[src/rtl/jtag_ahb_dr_if.sv]
// AHB-Lite signal bundle between the JTAG AHB data register (master) and the bus (slave).
interface jtag_ahb_dr_if #(
  parameter int unsigned ADDR_W = 32,
  parameter int unsigned DATA_W = 32
);
  logic [ADDR_W-1:0] HADDR;
  logic              HWRITE;
  logic [1:0]        HTRANS;
  logic [2:0]        HSIZE;
  logic [DATA_W-1:0] HWDATA;
  logic [DATA_W-1:0] HRDATA;
  logic              HREADY;
  logic              HRESP;

  modport master (
    output HADDR, HWRITE, HTRANS, HSIZE, HWDATA,
    input  HRDATA, HREADY, HRESP
  );

  modport slave (
    input  HADDR, HWRITE, HTRANS, HSIZE, HWDATA,
    output HRDATA, HREADY, HRESP
  );
endinterface

[src/rtl/jtag_ahb_dr.sv]
// JTAG AHB-select data register: shifts a command frame, issues one AHB-Lite single word transfer.
// Optional address auto-increment is enabled by defining JTAG_AHB_DR_AUTOINC_EN.
module jtag_ahb_dr #(
  parameter int unsigned ADDR_W = 32,
  parameter int unsigned DATA_W = 32
) (
  input  logic          TCK,
  input  logic          TRST,
  input  logic          TDI,
  output logic          TDO,
  input  logic          ahb_select,
  input  logic          dr_capture,
  input  logic          dr_shift,
  input  logic          dr_update,
  output logic          busy,
  jtag_ahb_dr_if.master ahb
);

  localparam int unsigned SR_W = 2 + ADDR_W + DATA_W;

  localparam logic [1:0] StIdle = 2'd0;
  localparam logic [1:0] StAddr = 2'd1;
  localparam logic [1:0] StData = 2'd2;

  localparam logic [1:0] HtransIdle   = 2'b00;
  localparam logic [1:0] HtransNonseq = 2'b10;

  logic [SR_W-1:0]   sr_q, sr_d, cap_word;
  logic [1:0]        state_q, state_d;
  logic [ADDR_W-1:0] haddr_q, haddr_d, cmd_addr;
  logic              hwrite_q, hwrite_d;
  logic [1:0]        htrans_q, htrans_d;
  logic [DATA_W-1:0] hwdata_q, hwdata_d;
  logic [DATA_W-1:0] rdata_q, rdata_d;
  logic              err_q, err_d;
  logic              ovr_q, ovr_d;

  logic do_capture, do_shift, do_update;
  logic cmd_accept, cmd_drop, data_done, err_event;

  // Strobe priority: capture > shift > update, all gated by the instruction select.
  assign do_capture = ahb_select & dr_capture;
  assign do_shift   = ahb_select & dr_shift & ~dr_capture;
  assign do_update  = ahb_select & dr_update & ~dr_capture & ~dr_shift;

  assign busy       = (state_q != StIdle);
  assign cmd_accept = do_update & ~busy;
  assign cmd_drop   = do_update & busy;
  assign data_done  = (state_q == StData) & ahb.HREADY;
  assign err_event  = data_done & ahb.HRESP;

`ifdef JTAG_AHB_DR_AUTOINC_EN
  assign cmd_addr = sr_q[1] ? (haddr_q + ADDR_W'(4)) : sr_q[ADDR_W+1:2];
`else
  assign cmd_addr = sr_q[ADDR_W+1:2];
`endif

  always_comb begin
    cap_word             = '0;
    cap_word[0]          = busy;
    cap_word[1]          = err_q;
    cap_word[2]          = ovr_q;
    cap_word[DATA_W+2:3] = rdata_q;
  end

  always_comb begin
    sr_d = sr_q;
    if (do_capture) begin
      sr_d = cap_word;
    end else if (do_shift) begin
      sr_d = {TDI, sr_q[SR_W-1:1]};
    end
  end

  // Read-to-clear on capture; a same-cycle event keeps the flag set.
  always_comb begin
    err_d = err_q;
    ovr_d = ovr_q;
    if (do_capture) begin
      err_d = 1'b0;
      ovr_d = 1'b0;
    end
    if (err_event) begin
      err_d = 1'b1;
    end
    if (cmd_drop) begin
      ovr_d = 1'b1;
    end
  end

  always_comb begin
    state_d  = state_q;
    haddr_d  = haddr_q;
    hwrite_d = hwrite_q;
    hwdata_d = hwdata_q;
    rdata_d  = rdata_q;
    htrans_d = HtransIdle;
    case (state_q)
      StIdle: begin
        if (cmd_accept) begin
          state_d  = StAddr;
          haddr_d  = cmd_addr;
          hwrite_d = sr_q[0];
          htrans_d = HtransNonseq;
          if (sr_q[0]) begin
            hwdata_d = sr_q[SR_W-1:ADDR_W+2];
          end
        end
      end
      StAddr: begin
        state_d = StData;
      end
      StData: begin
        if (ahb.HREADY) begin
          state_d = StIdle;
          if (!hwrite_q) begin
            rdata_d = ahb.HRDATA;
          end
        end
      end
      default: begin
        state_d = StIdle;
      end
    endcase
  end

  always_ff @(posedge TCK) begin
    if (TRST) begin
      sr_q     <= '0;
      state_q  <= StIdle;
      haddr_q  <= '0;
      hwrite_q <= 1'b0;
      htrans_q <= HtransIdle;
      hwdata_q <= '0;
      rdata_q  <= '0;
      err_q    <= 1'b0;
      ovr_q    <= 1'b0;
    end else begin
      sr_q     <= sr_d;
      state_q  <= state_d;
      haddr_q  <= haddr_d;
      hwrite_q <= hwrite_d;
      htrans_q <= htrans_d;
      hwdata_q <= hwdata_d;
      rdata_q  <= rdata_d;
      err_q    <= err_d;
      ovr_q    <= ovr_d;
    end
  end

  assign TDO        = sr_q[0];
  assign ahb.HADDR  = haddr_q;
  assign ahb.HWRITE = hwrite_q;
  assign ahb.HTRANS = htrans_q;
  assign ahb.HSIZE  = 3'b010;
  assign ahb.HWDATA = hwdata_q;

endmodule
[src/flat_wrapper.sv]
// flat-port wrapper written by rule: the top's interface ports become plain ports
module jtag_ahb_dr_flat 
#(
  parameter int unsigned ADDR_W = 32,
  parameter int unsigned DATA_W = 32
)
  (TCK, TRST, TDI, TDO, ahb_select, dr_capture, dr_shift, dr_update, busy, ahb_HADDR, ahb_HWRITE, ahb_HTRANS, ahb_HSIZE, ahb_HWDATA, ahb_HRDATA, ahb_HREADY, ahb_HRESP);
  jtag_ahb_dr_if #(.ADDR_W(ADDR_W), .DATA_W(DATA_W)) ahb_i ();
  input  logic TCK;
  input  logic TRST;
  input  logic TDI;
  output logic TDO;
  input  logic ahb_select;
  input  logic dr_capture;
  input  logic dr_shift;
  input  logic dr_update;
  output logic busy;
  output wire logic [$bits(ahb_i.HADDR)-1:0] ahb_HADDR;
  output wire logic [$bits(ahb_i.HWRITE)-1:0] ahb_HWRITE;
  output wire logic [$bits(ahb_i.HTRANS)-1:0] ahb_HTRANS;
  output wire logic [$bits(ahb_i.HSIZE)-1:0] ahb_HSIZE;
  output wire logic [$bits(ahb_i.HWDATA)-1:0] ahb_HWDATA;
  input wire logic [$bits(ahb_i.HRDATA)-1:0] ahb_HRDATA;
  input wire logic [$bits(ahb_i.HREADY)-1:0] ahb_HREADY;
  input wire logic [$bits(ahb_i.HRESP)-1:0] ahb_HRESP;
  assign ahb_HADDR = ahb_i.HADDR;
  assign ahb_HWRITE = ahb_i.HWRITE;
  assign ahb_HTRANS = ahb_i.HTRANS;
  assign ahb_HSIZE = ahb_i.HSIZE;
  assign ahb_HWDATA = ahb_i.HWDATA;
  assign ahb_i.HRDATA = ahb_HRDATA;
  assign ahb_i.HREADY = ahb_HREADY;
  assign ahb_i.HRESP = ahb_HRESP;
  jtag_ahb_dr #(.ADDR_W(ADDR_W), .DATA_W(DATA_W)) u_core (.TCK(TCK), .TRST(TRST), .TDI(TDI), .TDO(TDO), .ahb_select(ahb_select), .dr_capture(dr_capture), .dr_shift(dr_shift), .dr_update(dr_update), .busy(busy), .ahb(ahb_i));
endmodule
[config.mk]
export PLATFORM = sky130hd
export DESIGN_NAME = jtag_ahb_dr_flat
export DESIGN_NICKNAME = d
export VERILOG_FILES = /design/src/rtl/jtag_ahb_dr_if.sv /design/src/rtl/jtag_ahb_dr.sv /design/src/flat_wrapper.sv
export SDC_FILE = /design/constraint.sdc
export NUM_CORES = 1
export LEC_CHECK = 0
export ABC_AREA = 1
export CAP_MARGIN = 20
export CORE_AREA = 2 2 90 157
export DETAILED_ROUTE_END_ITERATION = 10
export DIE_AREA = 0 0 92 159
export PLACE_DENSITY = 0.75
export SYNTH_ARGS = -nofsm -noshare
export SYNTH_HDL_FRONTEND = slang
export SYNTH_SLANG_ARGS = --single-unit
[constraint.sdc]
create_clock -name TCK -period 1.37 [get_ports TCK]
set_input_delay 0.2055 -clock TCK [delete_from_list [all_inputs] [get_ports TCK]]
set_output_delay 0.2055 -clock TCK [all_outputs]
set_load 0.005 [all_outputs]
==> summary.txt <==
vias per cell - 4.98
Post-synth ARST share - 0%
worst path arrival time - 1110 ps
Max Root-Sink Buffers - 2
synth unique cells - 23
hold crit path type - input port to flop
Core Area - 13300 sq um
clk root buf - clkbuf_16
CTS HTree Levels - 4
clk sinks - 168
final setup violation count - 0
worst vdd ir - 0.000932 V
RSZ-0062 raised after global routing - true
share of cells above drive strength 1 - 9.84%
Synth Instances - 873
Slew Limit Fails - 0
clk_lat worst skew - 410 ps
IO Pins - 113
fill count - 1214
Setup Crit Path Kind - flop to output pin
Cell Area, Synth - 6570 sq um
grt total ovfl - 0
Worst Path Max Fanout - 2
Ys Warns - 0
flip-flop and latch area - 3380 sq um
CTS Hold Bufs - 0
DR vias - 5728
R2R depth - 7
Hold Vio Cnt, Final - 0
Seq/Total Area, Yosys - 51.2%
nature of the critical path endpoint - output pin
Post-Layout Cell Count - 1150
clock skew - 9.95 ps
HPWL after DPL - 9860 um
num rows - 56
post-synthesis average cell area - 7.52 sq um
slowest CP cell - dfxtp_2
global-route wire length before repair - 24500 um
CP Cell Sequence - nor2_4, inv_2, clkdlybuf4s15_1
Final Core Density - 63.8%
CTS Buf Count - 17
clock slew at reported path FFs - 60 ps
DRC - 0
Worst setup SP type - flop
RePlAce Congestion - 0.780
final WL - 14600 um
Min Clock Period, post-route - 1320 ps
area delta synth->final - 29.4%
dominant cells by area after synthesis - dfxtp_1 (51%), a21oi_1 (10%), nand2_1 (9.9%)
Initial Utilization - 49.3%
initial antenna violation count - 0
fmax - 0.760 GHz
TritonRoute pass-1 iters - 5
FF+latch count, synth - 168
delay-heaviest family, CP - flip-flops
top-count cell post-synth - nand2_1
Crit path largest cell delay - 330 ps
Worst Path Buf+Inv - 2
vias in the first global route - 5450
drt wl/cell - 12.7 um
TritonCTS clock tree - done
Final #Nets - 1004
leakage - 0.00331 uW
die area - 14600 sq um
period utilization - 96.0%
gr usage total - 20.4%
Synth Flop Type - dfxtp_1
Ant. Diodes - 0
hold-critical path depth - 3
largest net degree at the start of global routing - 71
multi-input logic area - 2580 sq um
EDFF count, synth - 0
DIE HEIGHT - 159 um
Die W - 92 um
PD cells - 1200 nW/um^2
Worst Path Required - 1160 ps
DRC marker count from the first detailed-route iteration - 211
max_cap viols - 0
Synth top cells by count - nand2_1 (174), dfxtp_1 (168), a21oi_1 (131), o21ai_0 (95), inv_1 (76)
DRT antenna net count - 0
IO Port Bufs - 108
cell taking the most area after synthesis - dfxtp_1
top-area cell type share of the netlist area - 51.2%
Placed Instances - 1115
run status - finished, final reports clean
logic depth of the worst path, buffers included - 3
## logic make-up after synthesis
| logic type | after synthesis | synth area share, % |
|---|---|---|
| AO/OA/AOI/OAI | 231 | 17.6 |
| other | 2 | 0.114 |
| flip-flops | 168 | 51.2 |
| buffers and inverters | 150 | 10.0 |
| AND/OR/NAND/NOR | 322 | 21.0 |
## what timing repair did
action,4_1_cts,5_1_grt
pin swaps,1,2
endpoints found under the setup margin,68,45
buffers inserted,3,0
gates resized for setup,85,8
## state kept, by name, summed over array words and instances (netlist names)
name,cells
u_core.sr_q,66
u_core.ahb.HTRANS,1
u_core.state_q,2
u_core.ahb.HWDATA,32
u_core.ahb.HADDR,32
u_core.err_q,1
u_core.rdata_q,32
u_core.ahb.HWRITE,1
u_core.ovr_q,1
## placed cells by master (no fill, tap or decap), types with 6 or more instances in the layout
cell	count
dfxtp_1	152
nand4_1	33
inv_1	74
clkinv_4	6
dfxtp_2	16
buf_12	16
a21oi_1	131
nor2_1	71
dlygate4sd2_1	67
clkdlybuf4s50_1	38
nand3_1	34
clkbuf_16	17
buf_4	15
o21ai_0	92
nand2_1	173
o21ai_1	8
## report_power, final
part | internal [uW] | switching [uW] | leakage [uW]
logic | 262 | 353 | 0.00167
registers | 4930 | 21.9 | 0.00136
clock network | 2590 | 2000 | 0.000279
## cell type report
cell class                 instances  area share [%]
multi-input combinational        557            30.3
timing repair buffer             140            16.9
inverter                          79            3.51
clock inverter                    14            1.65
clock buffer                      18            5.17
tap                              174            2.56
sequential                       168            39.8
## routing by layer
layer	wire (um)	track usage [%]
met5	0	0
met4	313	8.75
met3	437	3.83
met2	8120	38.2
met1	5730	21.8
## worst min-delay path, delay by kind of cell
family	cells	cell delay, ps
buffers and inverters	2	330
AO/OA/AOI/OAI	1	50
## worst paths after layout
| kind | from | to | slack (ps) |
|---|---|---|---|
| worst max register to register | u_core.state_q[1]$_SDFFE_PP0P_ | u_core.ahb.HWDATA[8]$_SDFFE_PP0P_ | 100 |
| worst max-delay path | u_core.state_q[1]$_SDFFE_PP0P_ | busy | 50 |
| worst min-delay path | TRST | u_core.ahb.HADDR[0]$_SDFFE_PP0P_ | 210 |
| worst min register to register | u_core.rdata_q[9]$_SDFFE_PP0P_ | u_core.rdata_q[9]$_SDFFE_PP0P_ | 440 |
## through the flow
stage	instance area (sq um)	setup TNS (ps)	setup WS, ps	hold slack, ps	total power [uW]
finish	8490	0	54.8	214	10200
global placement	7940	-35450	-274	434	5670
detailed placement	7940	-38070	-321	438	5680
global route	8490	-4.93	-4.93	221	10500
CTS	8480	0	4.42	195	10300
floorplan	6570	0	209	360	5410
(Power assumes the default switching activity.)
==> variant (same flow settings) <==
The option `JTAG_AHB_DR_AUTOINC_EN` is turned on by a define.
--- a/src/rtl/jtag_ahb_dr.sv
+++ b/src/rtl/jtag_ahb_dr.sv
@@ -1,4 +1,6 @@
 // JTAG AHB-select data register: shifts a command frame, issues one AHB-Lite single word transfer.
 // Optional address auto-increment is enabled by defining JTAG_AHB_DR_AUTOINC_EN.
+`define JTAG_AHB_DR_AUTOINC_EN
+
 module jtag_ahb_dr #(
   parameter int unsigned ADDR_W = 32,
Formal check against the unedited RTL: not equivalent (a bounded check fails within 10 cycles, from zero or initial values and one cycle with TRST high).
==> variant against the unedited design <==
Global-route usage grew 10 points. Sequential cell count stayed put. The flow now finishes with violations (setup timing). Routed wire length is 99% higher. Register-to-register slack got worse by 670 ps. Worst setup slack worse by 630 ps. Total power rose by 10%. Non-clock buffer count rose by 146. Hold slack gained 25 ps. Largest cell class is now multi-input combinational cells. Cell area increased by 37%. Synthesized area up 10%.
==> variant: results (changes against the unedited design) <==
Skew-Pair Late Insertion Delay=440 ps (+30 ps); buffering overhead=0.247 (+0.0780); Register Area=0.00344 sq mm (+1.7%); first-pass GRT wire length=36,400 um (+49%); slowest cell on the critical path=dfxtp_4; status=finished, violations left; Synth Area in Compound Gates=0.194 (+0.0177); leak pwr=4.73 nW (+43%); Total GRT Usage=0.306 (+0.102); Int Pwr=8.25 mW (+6.0%); HPWL after DPL=14,000 um (+42%); Metal-1 WL=9870 um (+72%); Distinct cells, synth=27 (+17%); largest net degree at the start of global routing=69 (-2.8%); number of global-route vias before repair=7,710 (+41%); post-place setup slack=-462 ps (-140 ps); combinational share of power=0.109 (+0.048); # setup viols final=105 (+105); ClkCell Share=0.0492 (-0.0190); final core occ=0.874 (+0.236); worst-path maximum fanout=3 (+1); met2 GRT Util=0.565 (+0.183); met2 wire len=15,000 um (+84%); Final Net Count=1,313 (+31%); Resize count post-CTS=215 (+150%); P_clk=4.86 mW (+5.9%); antenna violations before repair=1 (+1); routability cong.=0.940 (+20%); Fin Hold WS=239 ps (+25.1 ps); drt initial violations=867 (+310%); Post-Synthesis Cells=1,029 (+18%); final worst setup slack=-574 ps (-629 ps); failing checks=setup timing; Seq/Total Area, Yosys=0.465 (-0.0472); wire length on met3=2210 um (+410%); comb_multi_in=717 (+29%); DR vias/cell=5.94 (+19%); ranking of synthesized cells by instance count=nor2_1 (231), dfxtp_1 (168), nand2_1 (166); fraction of layout cells with a size suffix above 1=0.349 (+0.250); inverters=81 (+2.5%); cell family with most CP delay=simple AND/OR/NAND/NOR gates; Hold EP=u_core.state_q[0]; Worst VDD drop=0.983 mV (+5.5%); CP arrival=2270 ps (+1160 ps)
-- variant: cell count changes after synthesis, moves of 8 or more --
cell | before | now
a21oi_1 | 131 | 66
nand2_1 | 174 | 166
nand4_1 | 33 | 4
a211oi_1 | 0 | 54
nand3_1 | 34 | 42
o21ai_0 | 95 | 117
nor2_1 | 73 | 231
-- variant: worst reg2reg max path: stages (launching register included) --
cell,delay (ps)
dfxtp_4,380
buf_6,110
inv_4,30
nor2_4,190
buf_6,150
inv_4,50
nor3_4,160
inv_2,90
nor2_2,270
nand3b_1,150
nand2_1,250
-- variant: worst max path at each step --
stage	from	to	slack, ps
floorplan	u_core.ahb.HADDR[2]	u_core.ahb.HADDR[18]	-30
global placement	ahb_select	u_core.ahb.HWDATA[22]	-440
detailed placement	ahb_select	u_core.ahb.HWDATA[13]	-460
CTS	u_core.ahb.HADDR[2]	u_core.ahb.HADDR[27]	-80
global route	u_core.ahb.HADDR[2]	u_core.ahb.HADDR[23]	-530
finish	u_core.ahb.HADDR[2]	u_core.ahb.HADDR[15]	-570
